[src/rtl/swt16_pkg.sv]
`default_nettype none
// ============================================================================
// Module : swt16_pkg
// Brief  : Shared widths, memory-stage FSM states and PC step for the core.
// Rev    : 1.0
// ============================================================================
package swt16_pkg;

    localparam int C_DMEM_ADDR_WIDTH = 12;
    localparam int C_DMEM_WORD_WIDTH = 16;
    localparam int C_IALU_WORD_WIDTH = 16;
    localparam int C_PMEM_WORD_WIDTH = 16;
    localparam int C_PC_WIDTH        = 12;
    localparam int C_REG_IDX_WIDTH   = 4;
    localparam int C_TIMEOUT_CYCLES  = 15;

    localparam logic [C_PC_WIDTH-1:0] PC_INCREMENT = 12'd1;

    typedef enum logic [0:0] {
        IDLE   = 1'b0,
        ACCESS = 1'b1
    } mem_state_e;

endpackage
`default_nettype wire

[src/rtl/dmem_req_ctrl.sv]
`default_nettype none
// ============================================================================
// Module : dmem_req_ctrl
// Brief  : DMEM req/ack FSM, stall generation and optional access timeout
//          (MEM_ACCESS_TIMEOUT_EN).
// Rev    : 1.0
// ============================================================================
module dmem_req_ctrl
    import swt16_pkg::*;
#(
    parameter int DMEM_ADDR_WIDTH = C_DMEM_ADDR_WIDTH,
    parameter int DMEM_WORD_WIDTH = C_DMEM_WORD_WIDTH,
    parameter int TIMEOUT_CYCLES  = C_TIMEOUT_CYCLES
) (
    input  logic                       clock,
    input  logic                       reset,
    input  logic                       load_i,
    input  logic                       store_i,
    input  logic [DMEM_ADDR_WIDTH-1:0] rd_addr_i,
    input  logic [DMEM_ADDR_WIDTH-1:0] wr_addr_i,
    input  logic [DMEM_WORD_WIDTH-1:0] wr_word_i,
    input  logic                       dmem_ack_i,
    output logic                       dmem_req_o,
    output logic                       dmem_we_o,
    output logic [DMEM_ADDR_WIDTH-1:0] dmem_addr_o,
    output logic [DMEM_WORD_WIDTH-1:0] dmem_wr_word_o,
    output logic                       stall_o,
    output logic                       abort_o,
    output logic                       mem_error_o
);

    mem_state_e                 state_q;
    logic                       req_q;
    logic                       we_q;
    logic [DMEM_ADDR_WIDTH-1:0] addr_q;
    logic [DMEM_WORD_WIDTH-1:0] word_q;
    logic                       w_timeout;
    logic                       w_mem_op;

    assign w_mem_op = load_i | store_i;
    assign stall_o  = (state_q == ACCESS) && !dmem_ack_i && !w_timeout;
    assign abort_o  = w_timeout;

`ifdef MEM_ACCESS_TIMEOUT_EN
    localparam int CNT_W = (TIMEOUT_CYCLES > 15) ? $clog2(TIMEOUT_CYCLES + 1) : 4;

    logic [CNT_W-1:0] cnt_q;
    logic             err_q;

    // Abort in the last permitted ACCESS cycle so req is high exactly TIMEOUT_CYCLES cycles.
    assign w_timeout = (state_q == ACCESS) && !dmem_ack_i
                       && (cnt_q == CNT_W'(TIMEOUT_CYCLES - 1));

    always_ff @(posedge clock or posedge reset) begin
        if (reset) begin
            cnt_q <= '0;
            err_q <= 1'b0;
        end else begin
            cnt_q <= stall_o ? cnt_q + 1'b1 : '0;
            err_q <= w_timeout;
        end
    end

    assign mem_error_o = err_q;
`else
    logic [31:0] w_unused_timeout;
    assign w_unused_timeout = TIMEOUT_CYCLES;
    assign w_timeout        = 1'b0;
    assign mem_error_o      = 1'b0;
`endif

    // Outputs are registered alongside the state so address/data cannot glitch under req.
    always_ff @(posedge clock or posedge reset) begin
        if (reset) begin
            state_q <= IDLE;
            req_q   <= 1'b0;
            we_q    <= 1'b0;
            addr_q  <= '0;
            word_q  <= '0;
        end else if (!stall_o) begin
            state_q <= w_mem_op ? ACCESS : IDLE;
            req_q   <= w_mem_op;
            we_q    <= store_i;
            addr_q  <= store_i ? wr_addr_i : (load_i ? rd_addr_i : '0);
            word_q  <= store_i ? wr_word_i : '0;
        end
    end

    assign dmem_req_o     = req_q;
    assign dmem_we_o      = we_q;
    assign dmem_addr_o    = addr_q;
    assign dmem_wr_word_o = word_q;

endmodule
`default_nettype wire

[src/rtl/mem_access.sv]
`default_nettype none
// ============================================================================
// Module : mem_access
// Brief  : Memory-access pipeline stage: DMEM loads/stores, upstream stall and
//          write-back tuple. Optional timeout via MEM_ACCESS_TIMEOUT_EN.
// Rev    : 1.0
// ============================================================================
module mem_access
    import swt16_pkg::*;
#(
    parameter int DMEM_ADDR_WIDTH = C_DMEM_ADDR_WIDTH,
    parameter int DMEM_WORD_WIDTH = C_DMEM_WORD_WIDTH,
    parameter int IALU_WORD_WIDTH = C_IALU_WORD_WIDTH,
    parameter int PMEM_WORD_WIDTH = C_PMEM_WORD_WIDTH,
    parameter int PC_WIDTH        = C_PC_WIDTH,
    parameter int REG_IDX_WIDTH   = C_REG_IDX_WIDTH,
    parameter int TIMEOUT_CYCLES  = C_TIMEOUT_CYCLES
) (
    input  logic                       clock,
    input  logic                       reset,
    input  logic                       in_act_load_dmem,
    input  logic                       in_act_store_dmem,
    input  logic                       in_act_write_res_to_reg,
    input  logic [DMEM_ADDR_WIDTH-1:0] in_dmem_rd_addr,
    input  logic [DMEM_ADDR_WIDTH-1:0] in_dmem_wr_addr,
    input  logic [DMEM_WORD_WIDTH-1:0] in_dmem_wr_word,
    input  logic [PMEM_WORD_WIDTH-1:0] in_instr,
    input  logic [PC_WIDTH-1:0]        in_pc,
    input  logic [IALU_WORD_WIDTH-1:0] in_res,
    input  logic [REG_IDX_WIDTH-1:0]   in_res_reg_idx,
    input  logic                       in_dmem_ack,
    input  logic [DMEM_WORD_WIDTH-1:0] in_dmem_rd_word,
    output logic                       out_dmem_req,
    output logic                       out_dmem_we,
    output logic [DMEM_ADDR_WIDTH-1:0] out_dmem_addr,
    output logic [DMEM_WORD_WIDTH-1:0] out_dmem_wr_word,
    output logic                       out_stall,
    output logic                       out_act_write_res_to_reg,
    output logic [IALU_WORD_WIDTH-1:0] out_res,
    output logic [REG_IDX_WIDTH-1:0]   out_res_reg_idx,
    output logic [PMEM_WORD_WIDTH-1:0] out_instr,
    output logic [PC_WIDTH-1:0]        out_pc,
    output logic                       out_mem_error
);

    // Address/store-data half of the stage register lives in dmem_req_ctrl.
    typedef struct packed {
        logic                       load;
        logic                       store;
        logic                       write;
        logic [PMEM_WORD_WIDTH-1:0] instr;
        logic [PC_WIDTH-1:0]        pc;
        logic [IALU_WORD_WIDTH-1:0] res;
        logic [REG_IDX_WIDTH-1:0]   idx;
    } stage_t;

    stage_t                     s_q;
    stage_t                     s_d;
    logic                       w_stall;
    logic                       w_abort;
    logic [IALU_WORD_WIDTH-1:0] w_res_d;
    logic                       wb_en_q;
    logic [IALU_WORD_WIDTH-1:0] wb_res_q;
    logic [REG_IDX_WIDTH-1:0]   wb_idx_q;
    logic [PMEM_WORD_WIDTH-1:0] wb_instr_q;
    logic [PC_WIDTH-1:0]        wb_pc_q;

    dmem_req_ctrl #(
        .DMEM_ADDR_WIDTH (DMEM_ADDR_WIDTH),
        .DMEM_WORD_WIDTH (DMEM_WORD_WIDTH),
        .TIMEOUT_CYCLES  (TIMEOUT_CYCLES)
    ) u_dmem_req_ctrl (
        .clock          (clock),
        .reset          (reset),
        .load_i         (in_act_load_dmem),
        .store_i        (in_act_store_dmem),
        .rd_addr_i      (in_dmem_rd_addr),
        .wr_addr_i      (in_dmem_wr_addr),
        .wr_word_i      (in_dmem_wr_word),
        .dmem_ack_i     (in_dmem_ack),
        .dmem_req_o     (out_dmem_req),
        .dmem_we_o      (out_dmem_we),
        .dmem_addr_o    (out_dmem_addr),
        .dmem_wr_word_o (out_dmem_wr_word),
        .stall_o        (w_stall),
        .abort_o        (w_abort),
        .mem_error_o    (out_mem_error)
    );

    always_comb begin
        s_d.load  = in_act_load_dmem;
        s_d.store = in_act_store_dmem;
        s_d.write = in_act_write_res_to_reg;
        s_d.instr = in_instr;
        s_d.pc    = in_pc;
        s_d.res   = in_res;
        s_d.idx   = in_res_reg_idx;
    end

    // Store wins when both flags are set, so only a pure load takes DMEM data.
    always_comb begin
        w_res_d = s_q.res;
        if (s_q.load && !s_q.store) begin
            w_res_d = w_abort ? '0 : IALU_WORD_WIDTH'(in_dmem_rd_word);
        end
    end

    always_ff @(posedge clock or posedge reset) begin
        if (reset) begin
            s_q        <= '0;
            wb_en_q    <= 1'b0;
            wb_res_q   <= '0;
            wb_idx_q   <= '0;
            wb_instr_q <= '0;
            wb_pc_q    <= '0;
        end else if (w_stall) begin
            wb_en_q <= 1'b0;
        end else begin
            s_q        <= s_d;
            wb_en_q    <= s_q.write && !(w_abort && s_q.store);
            wb_res_q   <= w_res_d;
            wb_idx_q   <= s_q.idx;
            wb_instr_q <= s_q.instr;
            wb_pc_q    <= s_q.pc;
        end
    end

    assign out_stall                = w_stall;
    assign out_act_write_res_to_reg = wb_en_q;
    assign out_res                  = wb_res_q;
    assign out_res_reg_idx          = wb_idx_q;
    assign out_instr                = wb_instr_q;
    assign out_pc                   = wb_pc_q;

endmodule
`default_nettype wire

[config.mk]
export PLATFORM = sky130hd
export DESIGN_NAME = mem_access
export DESIGN_NICKNAME = d
export VERILOG_FILES = /design/src/rtl/swt16_pkg.sv /design/src/rtl/dmem_req_ctrl.sv /design/src/rtl/mem_access.sv
export SDC_FILE = /design/constraint.sdc
export NUM_CORES = 1
export LEC_CHECK = 0
export ABC_AREA = 1
export CAP_MARGIN = 20
export CORE_ASPECT_RATIO = 0.7
export CORE_MARGIN = 8
export CORE_UTILIZATION = 30
export CTS_BUF_LIST = sky130_fd_sc_hd__clkbuf_2 sky130_fd_sc_hd__clkbuf_4 sky130_fd_sc_hd__clkbuf_8
export DETAILED_ROUTE_END_ITERATION = 7
export PLACE_DENSITY = 0.65
export SLEW_MARGIN = 0
export SYNTH_ARGS = -nofsm -noshare
export SYNTH_HDL_FRONTEND = slang
export SYNTH_SLANG_ARGS = --single-unit
[constraint.sdc]
create_clock -name clock -period 8.75 [get_ports clock]
set_input_delay 1.75 -clock clock [delete_from_list [all_inputs] [get_ports clock]]
set_output_delay 1.75 -clock clock [all_outputs]
set_load 0.05 [all_outputs]
# Word-level counts from Yosys, hierarchy flattened
# Index checks and enable logic that the tools add are counted.
[word_totals] reg_bits=130 output_inout_bits=81
[classes] mux=6 n_bitwise=1 reduce_logical=4
[op_table] operator="$mux W16" count=2
[op_table] operator="$mux W12" count=2
[op_table] operator="$logic_and A1 B1 Y1" count=2
[op_table] operator="$logic_not A1 Y1" count=2
[op_table] operator="$mux W1" count=2
[op_table] operator="$or A1 B1 Y1" count=1

# Depth between registers and ports, before layout
# Gate-level depths: netlist of run 1.
[logic_depth] depth_word=3 depth_mapped=7

# Hierarchy
# A second synthesis of run 1 with hierarchy kept.
[hier_totals] cells_unflattened=598 hier_area_um2=5371.4
[by_module_without_submodules] module="mem_access" n_inst=1 cells_each=447 area_each_um2=4060.1
[by_module_without_submodules] module="dmem_req_ctrl" n_inst=1 cells_each=151 area_each_um2=1311.3

# Worst setup path after synthesis of run 1
# No wires, ideal clock.
[synth_path] path_type="input port to output port" from="input port in_dmem_ack" to="output port out_stall" arrival_ps=2297 t_required_ps=7000 setup_slack_ps=4703 path_stages=5 cell_sequence="inv_2 > nand2_4 > inv_2 > buf_6 > buf_4"
[synth_via] elab_chain_len=2
[synth_rtl] element="from (decl)" line="mem_access.sv:31" rtl="input logic in_dmem_ack,"
[synth_rtl] element="$logic_not A1 Y1" line="dmem_req_ctrl.sv:41" rtl="assign stall_o = (state_q == ACCESS) && !dmem_ack_i && !w_timeout;"
[synth_rtl] element="$logic_and A1 B1 Y1" line="dmem_req_ctrl.sv:41"
[synth_rtl] element="to (decl)" line="mem_access.sv:37" rtl="output logic out_stall,"
# No other way between the ends.

# Worst setup path in the final report of run 1
# Ends and elaborated chain as after synthesis.

==> results.md, run 1 <==
- Status: finished, final reports clean
- Max-slew violations: 0
- Internal power: approximately 1.2 mW
- Hold Crit Start: out_pc[3]
- Yosys warns: 0
- Post_cts resized: 0
- Critical-path cell list: clkdlybuf4s50_1 -> inv_2 -> nand2_4 -> clkinv_2 -> clkdlybuf4s50_1
- Worst VDD drop: a little under 0.00009 V
- NumNets Final: between 800 and 900
- Syn_area_per_cell: 8.79 µm²
- Row Count: 40
- NetSw: 0.560 mW
- Worst skew pair latency: approximately 0.43 ns
- Post-Layout Cell Count: between 1,000 and 1,500
- Mapped cell area: around 5300 µm²
- DRT iter0 DRCs: roughly 310
- CP Launch Point: in_dmem_ack
- Worst Max-Slew Pin Slew: 0.926 ns
- Period utilization: 0.609
- CP arrival: 3.58 ns
- Most common cell after layout, fill and taps aside: nand2_1
- Setup violators final: 0
- Area of the die: between 20,000 and 25,000 µm²
- Logic gate share of total power: 0.257
- Synth Net Count: ~700
- Final hold viol count: 0
- # port buffers: about 190
- GRT Total Usage: 0.139
- Placed cells: approximately 990
- Final instance area: approximately 7700 µm²
- First-pass GRT wire length: roughly 24 mm
- Die height: approximately 130 µm
- Setup TNS Final: 0 ns
- Clk pwr share: 0.342
- Synth-to-Final Area Change: 47.2%
- Most frequent cells in the layout: 228 x nand2_1, 189 x clkdlybuf4s50_1, 129 x dfrtp_1
- RSZ-0062 raised after global routing: no
- Clock Tree Buf Depth: 2
- # DRC: 0
- Io pins: around 190
- Reg clk slew, reported paths: 0.07 ns
- Yosys reg bits: between 100 and 150
- CP max stage delay: 0.73 ns
- Critical Path Slowest Stage Cell: clkdlybuf4s50_1
- HPWL after DPL: slightly above 10 mm
- Hold WS: around 0.47 ns
- Vias in the first global route: 4,479
- Final Power: around 1.8 mW
- P per Cell Area: 226 nW/µm²
- Diode count: 0
- Maxcap violations: 0
- Post-synthesis sequential area ratio: 0.613
- Worst EP required: 7.00 ns
- Initial Util: 0.307
- Worst r2r src: u_dmem_req_ctrl.dmem_req_o
- Crit Path Category: primary input to output pin
- CP Launch Type: primary input
- Drt total wl: roughly 15 mm
- Fin util: 0.451
- Sw frac: 0.320
- Final worst slack: ~3.4 ns
- Antenna-violating nets left: 0
- Via density: around 4.3
- Largest net degree at the start of global routing: ~110
- CTS Buf Count: 17
- Hold-fix buffers at CTS: 0
- Slew headroom: 0.383
- Fmax: approximately 0.19 GHz
- Final GP Congestion: 0.731
- TritonCTS clock tree: built
- Cell area after placement: 7250 µm²
- CP max FO: 63
- Share of cells above drive strength 1: 0.0534
- Drt first pass iters: 4
- Drt wl/cell: roughly 15 µm
- Flop pwr share: 0.400
- Top reg by flops: s_q
- Root Buffer: clkbuf_8
- Yosys cell types: 16
- Vias: approximately 4,400
- Post-Synthesis Cells: roughly 600
- Core footprint: ~17,000 µm²
- H-Tree Level Count: 4
- Initial antenna violation count: 1
- Die W: roughly 170 µm
- Final Skew: 0.00882 ns
- CTS Sinks: 129
- Setup WS pre-CTS: between 3 and 4 ns
- P_leak: between 3 and 4 nW
- Final Critical Period: around 5.3 ns
- Total grt overflow: 0
- Hold Crit Class: flip-flop to flip-flop
- Worst path most repeated cell: clkdlybuf4s50_1
- Critical path endpoint category: output pin
- Setup Buffers After CTS: 0
- Max FFs per register: 51
==> synthesized netlist by cell type <==
master / count / share of area
nand2_1: 228 / 0.16
dfrtp_1: 129 / 0.61
nand3_1: 84 / 0.080
inv_1: 54 / 0.038
o21ai_0: 47 / 0.045
buf_2: 18 / 0.017
o21ai_1: 10 / 0.0095
buf_4: 9 / 0.013
clkbuf_1: 5 / 0.0036
buf_6: 4 / 0.0086
inv_2: 3 / 0.0021
nor2_1: 3 / 0.0021
buf_1: 2 / 0.0014
conb_1: 1 / 0.00071
nand2_2: 1 / 0.0012
nand2_4: 1 / 0.0021
==> routing by layer <==
| layer | up-vias | track usage | share of wire |
|---|---|---|---|
| li1 | 2210 | - | - |
| met1 | 2032 | 0.186 | 0.48 |
| met2 | 142 | 0.194 | 0.41 |
| met3 | 10 | 0.0676 | 0.099 |
| met4 | 2 | 0.0376 | 0.0093 |
| met5 | - | 0 | 0.00086 |
==> power by group through the flow <==
stage	Sequential, mW	Combinational, mW	Clock, mW
detailed placement	0.712	0.455	0
floorplan	0.871	0.115	0
CTS	0.702	0.457	0.620
global placement	0.711	0.453	0
global route	0.711	0.484	0.644
finish	0.702	0.451	0.600
==> critical path, delay by kind of cell <==
family / cells / cell delay [ns]
simple gates: 1 / 0.44
buf+inv: 4 / 1.36
==> cells by family (layout without fill, tap and decap cells) <==
kind of cell | Yosys count | in the layout | synth area share
flops | 129 | 129 | 0.613
buf+inv | 95 | 282 | 0.0841
simple gates | 317 | 317 | 0.248
compound gates | 57 | 57 | 0.0542
other cells | 1 | 1 | 0.000712
==> final timing paths <==
kind / end / slack (ns) / cells after the start
setup / recovery: out_stall / 3.42 / 5
max in group asynchronous: s_q[50] / 5.72 / 3
setup reg to reg: s_q[1] / 6.56 / 3
min in group asynchronous: u_dmem_req_ctrl.dmem_addr_o[5] / 1.81 / 2
hold / removal: out_pc[3] / 0.47 / 2
hold reg to reg: out_pc[3] / 0.47 / 2
==> layout make-up <==
| cell class | instances | area, µm² |
|---|---|---|
| inverters | 57 | 220 |
| multi-input cells | 375 | 1590 |
| repair buffers | 194 | 1950 |
| clock buffers | 22 | 290 |
| clock inverters | 9 | 179 |
| well taps | 231 | 289 |
| fillers | 1667 | 9420 |
| flip-flops and latches | 129 | 3230 |
No activity file was read; power rests on OpenSTA's default activity.
==> run 2, diff against run 1 <==
==> constraint.sdc (replaced) <==
create_clock -name clock -period 5.3 [get_ports clock]
set_input_delay 1.06 -clock clock [delete_from_list [all_inputs] [get_ports clock]]
set_output_delay 1.06 -clock clock [all_outputs]
set_load 0.05 [all_outputs]
==> results.md, run 2 (synthesis gave the netlist of run 1 again) <==
- Status: finished, final reports clean
- Vias in the first global route: 4,427 (-1.2%)
- Cell area after placement: 7260 µm² (about the same)
- Drt total wl: 15.0 mm (-0.75%)
- WL met1: 7.12 mm (-2.6%)
- Multi-input logic area: 1590 µm² (unchanged)
- Final hold viol count: 0 (unchanged)
- Total grt overflow: 0 (unchanged)
- Post-Layout Cell Count: 1,018 (+0.098%)
- Synth-to-Final Area Change: 45.4%
- Maxcap violations: 0 (unchanged)
- Area of the die: 22,100 µm² (unchanged)
- Slew headroom: 0.305 (-0.0777)
- Setup WS pre-CTS: 1.90 ns (-1.53 ns)
- Setup TNS Final: 0 ns (unchanged)
- Reg clk slew, reported paths: 0.07 ns (about the same)
- DRT iter0 DRCs: 315 (+0.96%)
- Sw frac: 0.348 (+0.0284)
- First-pass GRT wire length: 24.3 mm (-0.65%)
- Clock Tree Buf Depth: 2 (unchanged)
- Die W: 174 µm (unchanged)
- P per Cell Area: 359 nW/µm² (+59%)
- Worst VDD drop: 0.000140 V (+56%)
- Share of cells above drive strength 1: 0.0559 (+0.00247)
- Max layer used: met5
- Worst EP required: 4.24 ns (-2.76 ns)
- Max FFs per register: 51 (unchanged)
- Fmax: roughly 0.3 GHz
- Row Count: 40 (unchanged)
- Worst skew pair latency: 0.43 ns (about the same)
- Initial antenna violation count: 1 (unchanged)
- NumNets Final: 884 (unchanged)
- CTS Sinks: 129 (unchanged)
- Met2 Wirelength: 6.05 mm (-1.9%)
- Final instance area: 7650 µm² (-1.2%)
- Setup violators final: 0 (unchanged)
- Fin util: 0.446 (-0.00554)
- Final GP Congestion: 0.739 (+1.2%)
- Largest net degree at the start of global routing: 111 (-0.89%)
- CP max stage delay: 0.47 ns (-0.26 ns)
- Period utilization: 0.629
- Flop pwr share: 0.422 (+0.022)
- RSZ-0062 raised after global routing: no
- TritonCTS clock tree: built
- Clk pwr share: 0.308 (-0.034)
- Critical Path Slowest Stage Cell: clkdlybuf4s50_1
- Most common cell after layout, fill and taps aside: nand2_1
- Io pins: 191 (unchanged)
- Antenna-violating nets left: 0 (unchanged)
- Final Critical Period: ~3.3 ns
- Initial Util: 0.307 (unchanged)
- CP max FO: 49 (-22%)
- Top reg by flops: s_q
- NetSw: 0.956 mW (+71%)
- # DRC: 0 (unchanged)
- Post_cts resized: 0 (unchanged)
- Most frequent cells in the layout: 228 x nand2_1, 188 x clkdlybuf4s50_1, 129 x dfrtp_1
- H-Tree Level Count: 4 (unchanged)
- Met3 WL post-DR: 1.67 mm (+12%)
- Drt first pass iters: 4 (unchanged)
- Placed cells: 986 (+0.10%)
- GRT Total Usage: 0.137 (-0.00111)
- Final Skew: 0.00897 ns (+0.000156 ns)
- Fillers: 1,701 (+2.0%)
- HPWL after DPL: 10.3 mm (+1.3%)
- Final worst slack: 1.97 ns (-1.45 ns)
- # port buffers: 189 (unchanged)
- CP Launch Type: primary input
- Drt wl/cell: 14.7 µm (-0.85%)
- Crit Path Category: primary input to output pin
- Hold-fix buffers at CTS: 0 (unchanged)
- Max-slew violations: 0 (unchanged)
- Hold Crit Class: flip-flop to flip-flop
- Vias: 4,351 (-1.0%)
- P_leak: 3.69 nW (-1.1%)
- Worst Max-Slew Pin Slew: 1.04 ns (+0.117 ns)
- CTS Buf Count: 17 (unchanged)
- Via density: 4.27 (-1.1%)
- Root Buffer: clkbuf_8
- Diode count: 0 (unchanged)
- Logic gate share of total power: 0.269 (+0.012)
- CP arrival: 2.27 ns (-1.31 ns)
- Critical-path cell list: clkdlybuf4s50_1 -> inv_2 -> nand2_4 -> clkinv_2 -> buf_4
- Internal power: 1.79 mW (+50%)
- Core footprint: 17,200 µm² (unchanged)
- Critical path endpoint category: output pin
- Register area: 3230 µm² (unchanged)
- Setup Buffers After CTS: 0 (unchanged)
- Die height: 127 µm (unchanged)
-- run 2: metrics by stage --
step	power [mW]	hold slack [ns]
floorplan	1.63	0.442
global placement	1.92	0.454
detailed placement	1.93	0.458
CTS	2.79	0.477
global route	2.89	0.493
finish	2.75	0.472
-- run 2: metal layers --
layer | global-route usage | vias up
met5 | 0 | -
met4 | 0.0391 | 2
met3 | 0.0738 | 15
met2 | 0.189 | 156
met1 | 0.182 | 1960
li1 | - | 2218
-- run 2: final timing paths --
check | endpoint | slack (ns) | startpoint | cells past startpoint
max | out_stall | 1.97 | in_dmem_ack | 5
min | s_q[30] | 0.47 | s_q[30] | 2
max reg2reg | out_instr[10] | 3.06 | u_dmem_req_ctrl.dmem_req_o | 5
min reg2reg | s_q[30] | 0.47 | s_q[30] | 2
max in group asynchronous | s_q[11] | 3.14 | reset | 3
min in group asynchronous | s_q[3] | 1.21 | reset | 2
-- run 2: layout make-up --
class / instances / area share
Inverter: 57 / 0.0288
Clock inverter: 14 / 0.0203
Sequential cell: 129 / 0.422
Multi-Input combinational cell: 375 / 0.208
Clock buffer: 18 / 0.0315
Tap cell: 231 / 0.0378
Timing Repair Buffer: 194 / 0.252
-- run 2: power by group through the flow --
stage               Clock, mW  Combinational [mW]  Sequential (mW)
detailed placement          0               0.751             1.18
finish                  0.846               0.739             1.16
global route            0.918               0.796             1.17
floorplan                   0               0.189             1.44
global placement            0               0.745             1.18
CTS                     0.877               0.753             1.16
-- run 2: worst max-delay path: cells and delay by family --
kind | cells | cell delay [ns]
and+or+nand+nor | 1 | 0.36
buffers and inverters | 4 | 0.83
==> run 3, diff against run 2 <==
==> constraint.sdc (replaced) <==
create_clock -name clock -period 3.12 [get_ports clock]
set_input_delay 0.624 -clock clock [delete_from_list [all_inputs] [get_ports clock]]
set_output_delay 0.624 -clock clock [all_outputs]
set_load 0.05 [all_outputs]
==> results.md, run 3 (synthesis gave the netlist of run 1 again) <==
- Status: finished, final reports clean
- Setup violators final: 0 (unchanged)
- RSZ-0062 raised after global routing: no
- Met1 GRT Util: 0.186 (+0.00442)
- CP Launch Point: u_dmem_req_ctrl.dmem_req_o
- Antenna-violating nets left: 0 (unchanged)
- Core footprint: 17,200 µm² (unchanged)
- Final instance area: 7740 µm² (+1.1%)
- Share of cells above drive strength 1: 0.0583 (+0.00239)
- CP max FO: 2 (-96%)
- Vias in the first global route: 4,602 (+4.0%)
- Critical Path Slowest Stage Cell: clkdlybuf4s50_1
- Initial antenna violation count: 1 (unchanged)
- Area of the die: 22,100 µm² (unchanged)
- Worst r2r src: s_q[50]
- # DRC: 0 (unchanged)
- HPWL after DPL: 10.3 mm (-0.25%)
- Worst skew pair latency: 0.43 ns (about the same)
- Row Count: 40 (unchanged)
- CTS Buf Count: 17 (unchanged)
- Final Skew: 0.0127 ns (+0.00378 ns)
- H-Tree Level Count: 4 (unchanged)
- Drt first pass iters: 4 (unchanged)
- First-pass GRT wire length: 24.6 mm (+1.2%)
- Hold-fix buffers at CTS: 0 (unchanged)
- Diode count: 0 (unchanged)
- Worst VDD drop: 0.000263 V (+88%)
- Top delay family on crit path: buffers and inverters
- Synth-to-Final Area Change: 47.0%
- Met3 Usage GRT: 0.0685 (-0.00533)
- Fmax: 0.430 GHz
- R2R depth: 4 (-1)
- Slew headroom: 0.443 (+0.138)
- Via density: 4.36 (+2.0%)
- Crit Path Category: flip-flop to output pin
- CTS Sinks: 129 (unchanged)
- Period utilization: 0.745
- Post_cts resized: 0 (unchanged)
- P per Cell Area: 614 nW/µm² (+71%)
- Largest net degree at the start of global routing: 158 (+42%)
- P_leak: 3.71 nW (+0.76%)
- GRT Total Usage: 0.139 (+0.00170)
- Final Critical Period: 2.33 ns
- Most frequent cells in the layout: 228 x nand2_1, 188 x clkdlybuf4s50_1, 129 x dfrtp_1
- Critical-path cell list: clkdlybuf4s50_1
- Clock Tree Buf Depth: 2 (unchanged)
- Setup Buffers After CTS: 0 (unchanged)
- Final hold viol count: 0 (unchanged)
- TritonCTS clock tree: built
- Initial Util: 0.307 (unchanged)
- Top reg by flops: s_q
- Final GP Congestion: 0.765 (+3.5%)
- GRT Max-Usage Layer: met2
- Reg clk slew, reported paths: 0.08 ns (about the same)
- CP max stage delay: 0.84 ns (+0.37 ns)
- Die W: 174 µm (unchanged)
- Most common cell after layout, fill and taps aside: nand2_1
- NumNets Final: 886 (+0.23%)
- Io pins: 191 (unchanged)
- Max-slew violations: 0 (unchanged)
- Total grt overflow: 0 (unchanged)
- Critical path endpoint category: output pin
- Drt wl/cell: 14.8 µm (+0.67%)
- Buf+Inv Stages, Crit Path: 1 (-3)
- Root Buffer: clkbuf_8
- CP arrival: 1.70 ns (-0.57 ns)
- Worst EP required: 2.50 ns (-1.74 ns)
- Setup TNS Final: 0 ns (unchanged)
- Hold Crit Class: flip-flop to flip-flop
- Maxcap violations: 0 (unchanged)
- Die height: 127 µm (unchanged)
- FF-to-FF End: out_res[8]
- Vias: 4,445 (+2.2%)
- CP Launch Type: flip-flop
- DRT iter0 DRCs: 324 (+2.9%)
- Cell area after placement: 7320 µm² (+0.88%)
- Fillers: 1,666 (-2.1%)
- Max FFs per register: 51 (unchanged)
- Levels on crit path: 1 (-4)
- Critical path capture point: out_dmem_req
- R2R setup slack: 1.43 ns (-1.63 ns)
- Drt total wl: 15.1 mm (+0.87%)
- # port buffers: 189 (unchanged)
- Worst Max-Slew Pin Slew: 0.836 ns (-0.207 ns)
- Met2 Use GR: 0.192 (+0.00274)
## run 3: how the worst min path moves through the flow
| stage | from | end | slack (ns) | cells past startpoint |
|---|---|---|---|---|
| floorplan | s_q[20] | s_q[20] | 0.44 | 2 |
| global placement | s_q[21] | s_q[21] | 0.45 | 2 |
| detailed placement | out_pc[7] | out_pc[7] | 0.46 | 2 |
| CTS | out_pc[7] | out_pc[7] | 0.48 | 2 |
| global route | out_pc[7] | out_pc[7] | 0.49 | 2 |
| finish | s_q[21] | out_pc[1] | 0.47 | 2 |
## run 3: per-layer routing
layer,part of all wire,up-vias
met4,0.0090,2
met2,0.41,172
li1,-,2225
met5,0.00086,-
met3,0.099,12
met1,0.49,2034
## run 3: layout make-up
| cell class | count | area, µm² | share of cell area |
|---|---|---|---|
| clock inverters | 12 | 156 | 0.0202 |
| repair buffers | 196 | 1990 | 0.257 |
| flip-flops and latches | 129 | 3230 | 0.417 |
| clock buffers | 20 | 263 | 0.0339 |
| well taps | 231 | 289 | 0.0373 |
| inverters | 57 | 219 | 0.0283 |
| multi-input cells | 375 | 1590 | 0.206 |
## run 3: through the flow
stage,instances,power (mW),worst slack (ns),hold slack (ns),util
after detailed placement,988,3.29,0.998,0.458,0.427
final,1020,4.75,0.795,0.467,0.451
after floorplan,599,2.77,0.901,0.442,-
after global placement,988,3.27,1.01,0.454,0.427
after CTS,1020,4.83,0.746,0.477,0.451
after global routing,1020,5.01,0.721,0.488,0.451
## run 3: power breakdown
group	total, mW	switching, mW	internal (mW)	leakage [nW]
Combinational	1.27	0.817	0.451	1.92
Clock	1.51	0.680	0.832	0.203
Sequential	1.97	0.106	1.87	1.59
Total	4.75	1.60	3.15	3.71
## run 3: tightest hold or removal path: stages, from the launching register on
cell and delay, ns:
dfrtp_1 0.34, nand2_1 0.05, nand2_1 0.05
==> RTL change, RTL diff (flow settings as in run 3) <==
Put a register stage on the output `out_mem_error`. The value now appears one clock later. The other outputs are not delayed to match.
--- a/src/rtl/mem_access.sv
+++ b/src/rtl/mem_access.sv
@@ -56,2 +56,4 @@
 
+    logic out_mem_error_d;
+
     stage_t                     s_q;
@@ -86,3 +88,3 @@
         .abort_o        (w_abort),
-        .mem_error_o    (out_mem_error)
+        .mem_error_o    (out_mem_error_d)
     );
@@ -134,2 +136,6 @@
 
+    always_ff @(posedge clock) begin
+        out_mem_error <= out_mem_error_d;
+    end
+
 endmodule
Formal check against the unedited RTL: equivalent (Yosys induction, for registers that start in step).
==> RTL change against run 3 <==
  * Total power is 2.8% higher
  * Setup slack improved by 0.045 ns
  * Clock power increased by 9%
  * Sequential cell count unchanged
  * Sequential power is essentially flat
  * Cell count is 0.29% lower
  * Final area grew 0.23%
  * Synthesized area is 0.26% higher
  * Wire length grew 0.58%
  * Combinational power about the same
  * Global-route usage is 0.10 points lower
  * Critical path type unchanged
  * Critical endpoint unchanged
  * Highest routed layer unchanged
==> RTL change: results (changes against run 3) <==
run_status:
  status: "completed"
final_layout:
  diodes: 0  # unchanged
  drive_gt1_share_pct: 5.47  # -0.36 points
  fin_nets: 884  # -0.23%
  stdcell_count: 1017  # -0.29%
  n_fill_cell: 1746  # +4.8%
worst_setup_path:
  critPathMaxFanout: 2  # unchanged
  worstPathArrival_ns: 1.66  # -0.04 ns
  crit_start: "u_dmem_req_ctrl.state_q"
  r2r_end: "out_res[7]"
  cp-endpoint: "out_dmem_req"
worst_hold_path:
  min_from: "out_pc[3]"
  hold_path_class: "flop to flop"
clocking:
  clkTransAtPathRegs_ns: 0.07
  clock-root-buffer: "clkbuf_8"
placed_design:
  place_hpwl_mm: 10.1  # -2.2%
  gp_congestion: 0.755  # -1.3%
  dp.cells: 986  # -0.20%
  pre_cts_slack_ns: 0.910  # -0.0883 ns
logic_synthesis:
  synthesis.nets: 709  # unchanged
  synth_warnings: 0  # unchanged
  yosys-top-cells-count: "228 x nand2_1, 129 x dfrtp_1, 84 x nand3_1, 54 x inv_1, 47 x o21ai_0"
  synth_adder_area_share_pct: 0  # unchanged
  synth_compound_area_share_pct: 5.40  # -0.014 points
  synth-seq-area-share_pct: 61.2  # -0.16 points
  synth_xor_area_share_pct: 0  # unchanged
  synth_area_leaders: "dfrtp_1 61%, nand2_1 16%, nand3_1 8.0%"
global_route:
  grt_pass1_wl_mm: 24.4  # -0.70%
  grt_util_met2_pct: 18.8  # -0.43 points
  grt_max_degree: 158  # unchanged
  grtUsageTotal_pct: 13.8  # -0.10 points
  first_global_vias: 4446  # -3.4%
  grt.met3_usage_pct: 7.15  # +0.30 points
  gr-usage-met1_pct: 18.7  # +0.092 points
  antenna_found_initial: 1  # unchanged
drt:
  viasPerCell: 4.34  # -0.34%
  wirelength_mm: 15.2  # +0.58%
  drtIter0Drc: 313  # -3.4%
timing:
  fin_worst_skew_ns: 0.00702  # -0.00573 ns
  relSlewSlack_pct: 45.2  # +0.95 points
  worst_slack_ns: 0.840  # +0.0450 ns
power_and_ir_drop:
  leakagePower_uw: 0.00372  # +0.29%
  ir_drop_mv: 0.280  # +6.7%
==> RTL change: kinds of logic (layout without fill, tap and decap cells) <==
kind of cell / count (synthesis) / in the layout
AND/OR/NAND/NOR: 317 / 317
flip-flops: 129 / 129
buffers and inverters: 95 / 282
AO/OA/AOI/OAI: 57 / 57
other: 1 / 1
==> RTL change: layer usage <==
layer / vias up / share of wire [%]
met2: 153 / 40
li1: 2214 / -
met3: 12 / 11
met1: 2036 / 48
met5: - / 0.085
met4: 2 / 0.87
==> RTL change: layout make-up <==
class                   instances  area (um2)  share of cell area, %
clock buffers                  18         241                   3.11
clock inverters                13         210                   2.71
inverters                      57         219                   2.82
multi-input cells             375        1590                   20.5
flip-flops and latches        129        3230                   41.6
well taps                     231         289                   3.73
repair buffers                194        1980                   25.5
==> RTL change: power breakdown <==
| group | leakage, uW | switching, uW | internal (uW) |
|---|---|---|---|
| registers | 0.00159 | 104 | 1870 |
| logic | 0.00191 | 820 | 450 |
| clock network | 0.000223 | 685 | 961 |
| total | 0.00372 | 1610 | 3280 |
==> RTL change: worst min path at each step <==
stage              endpoint  slack (ns)  depth (start not counted)
6_report          out_pc[3]        0.47                          2
5_1_grt           out_pc[8]        0.49                          2
4_1_cts           out_pc[2]        0.47                          2
3_5_place_dp   out_instr[0]        0.46                          2
3_3_place_gp        s_q[25]        0.45                          2
2_1_floorplan       s_q[20]        0.44                          2
==> RTL change: through the flow <==
stage                     power, uW  instance area [um2]
final                          4880                 7760
after global routing           5140                 7760
after CTS                      4970                 7760
after detailed placement       3280                 7310
after global placement         3270                 7310
after floorplan                2770                 5280
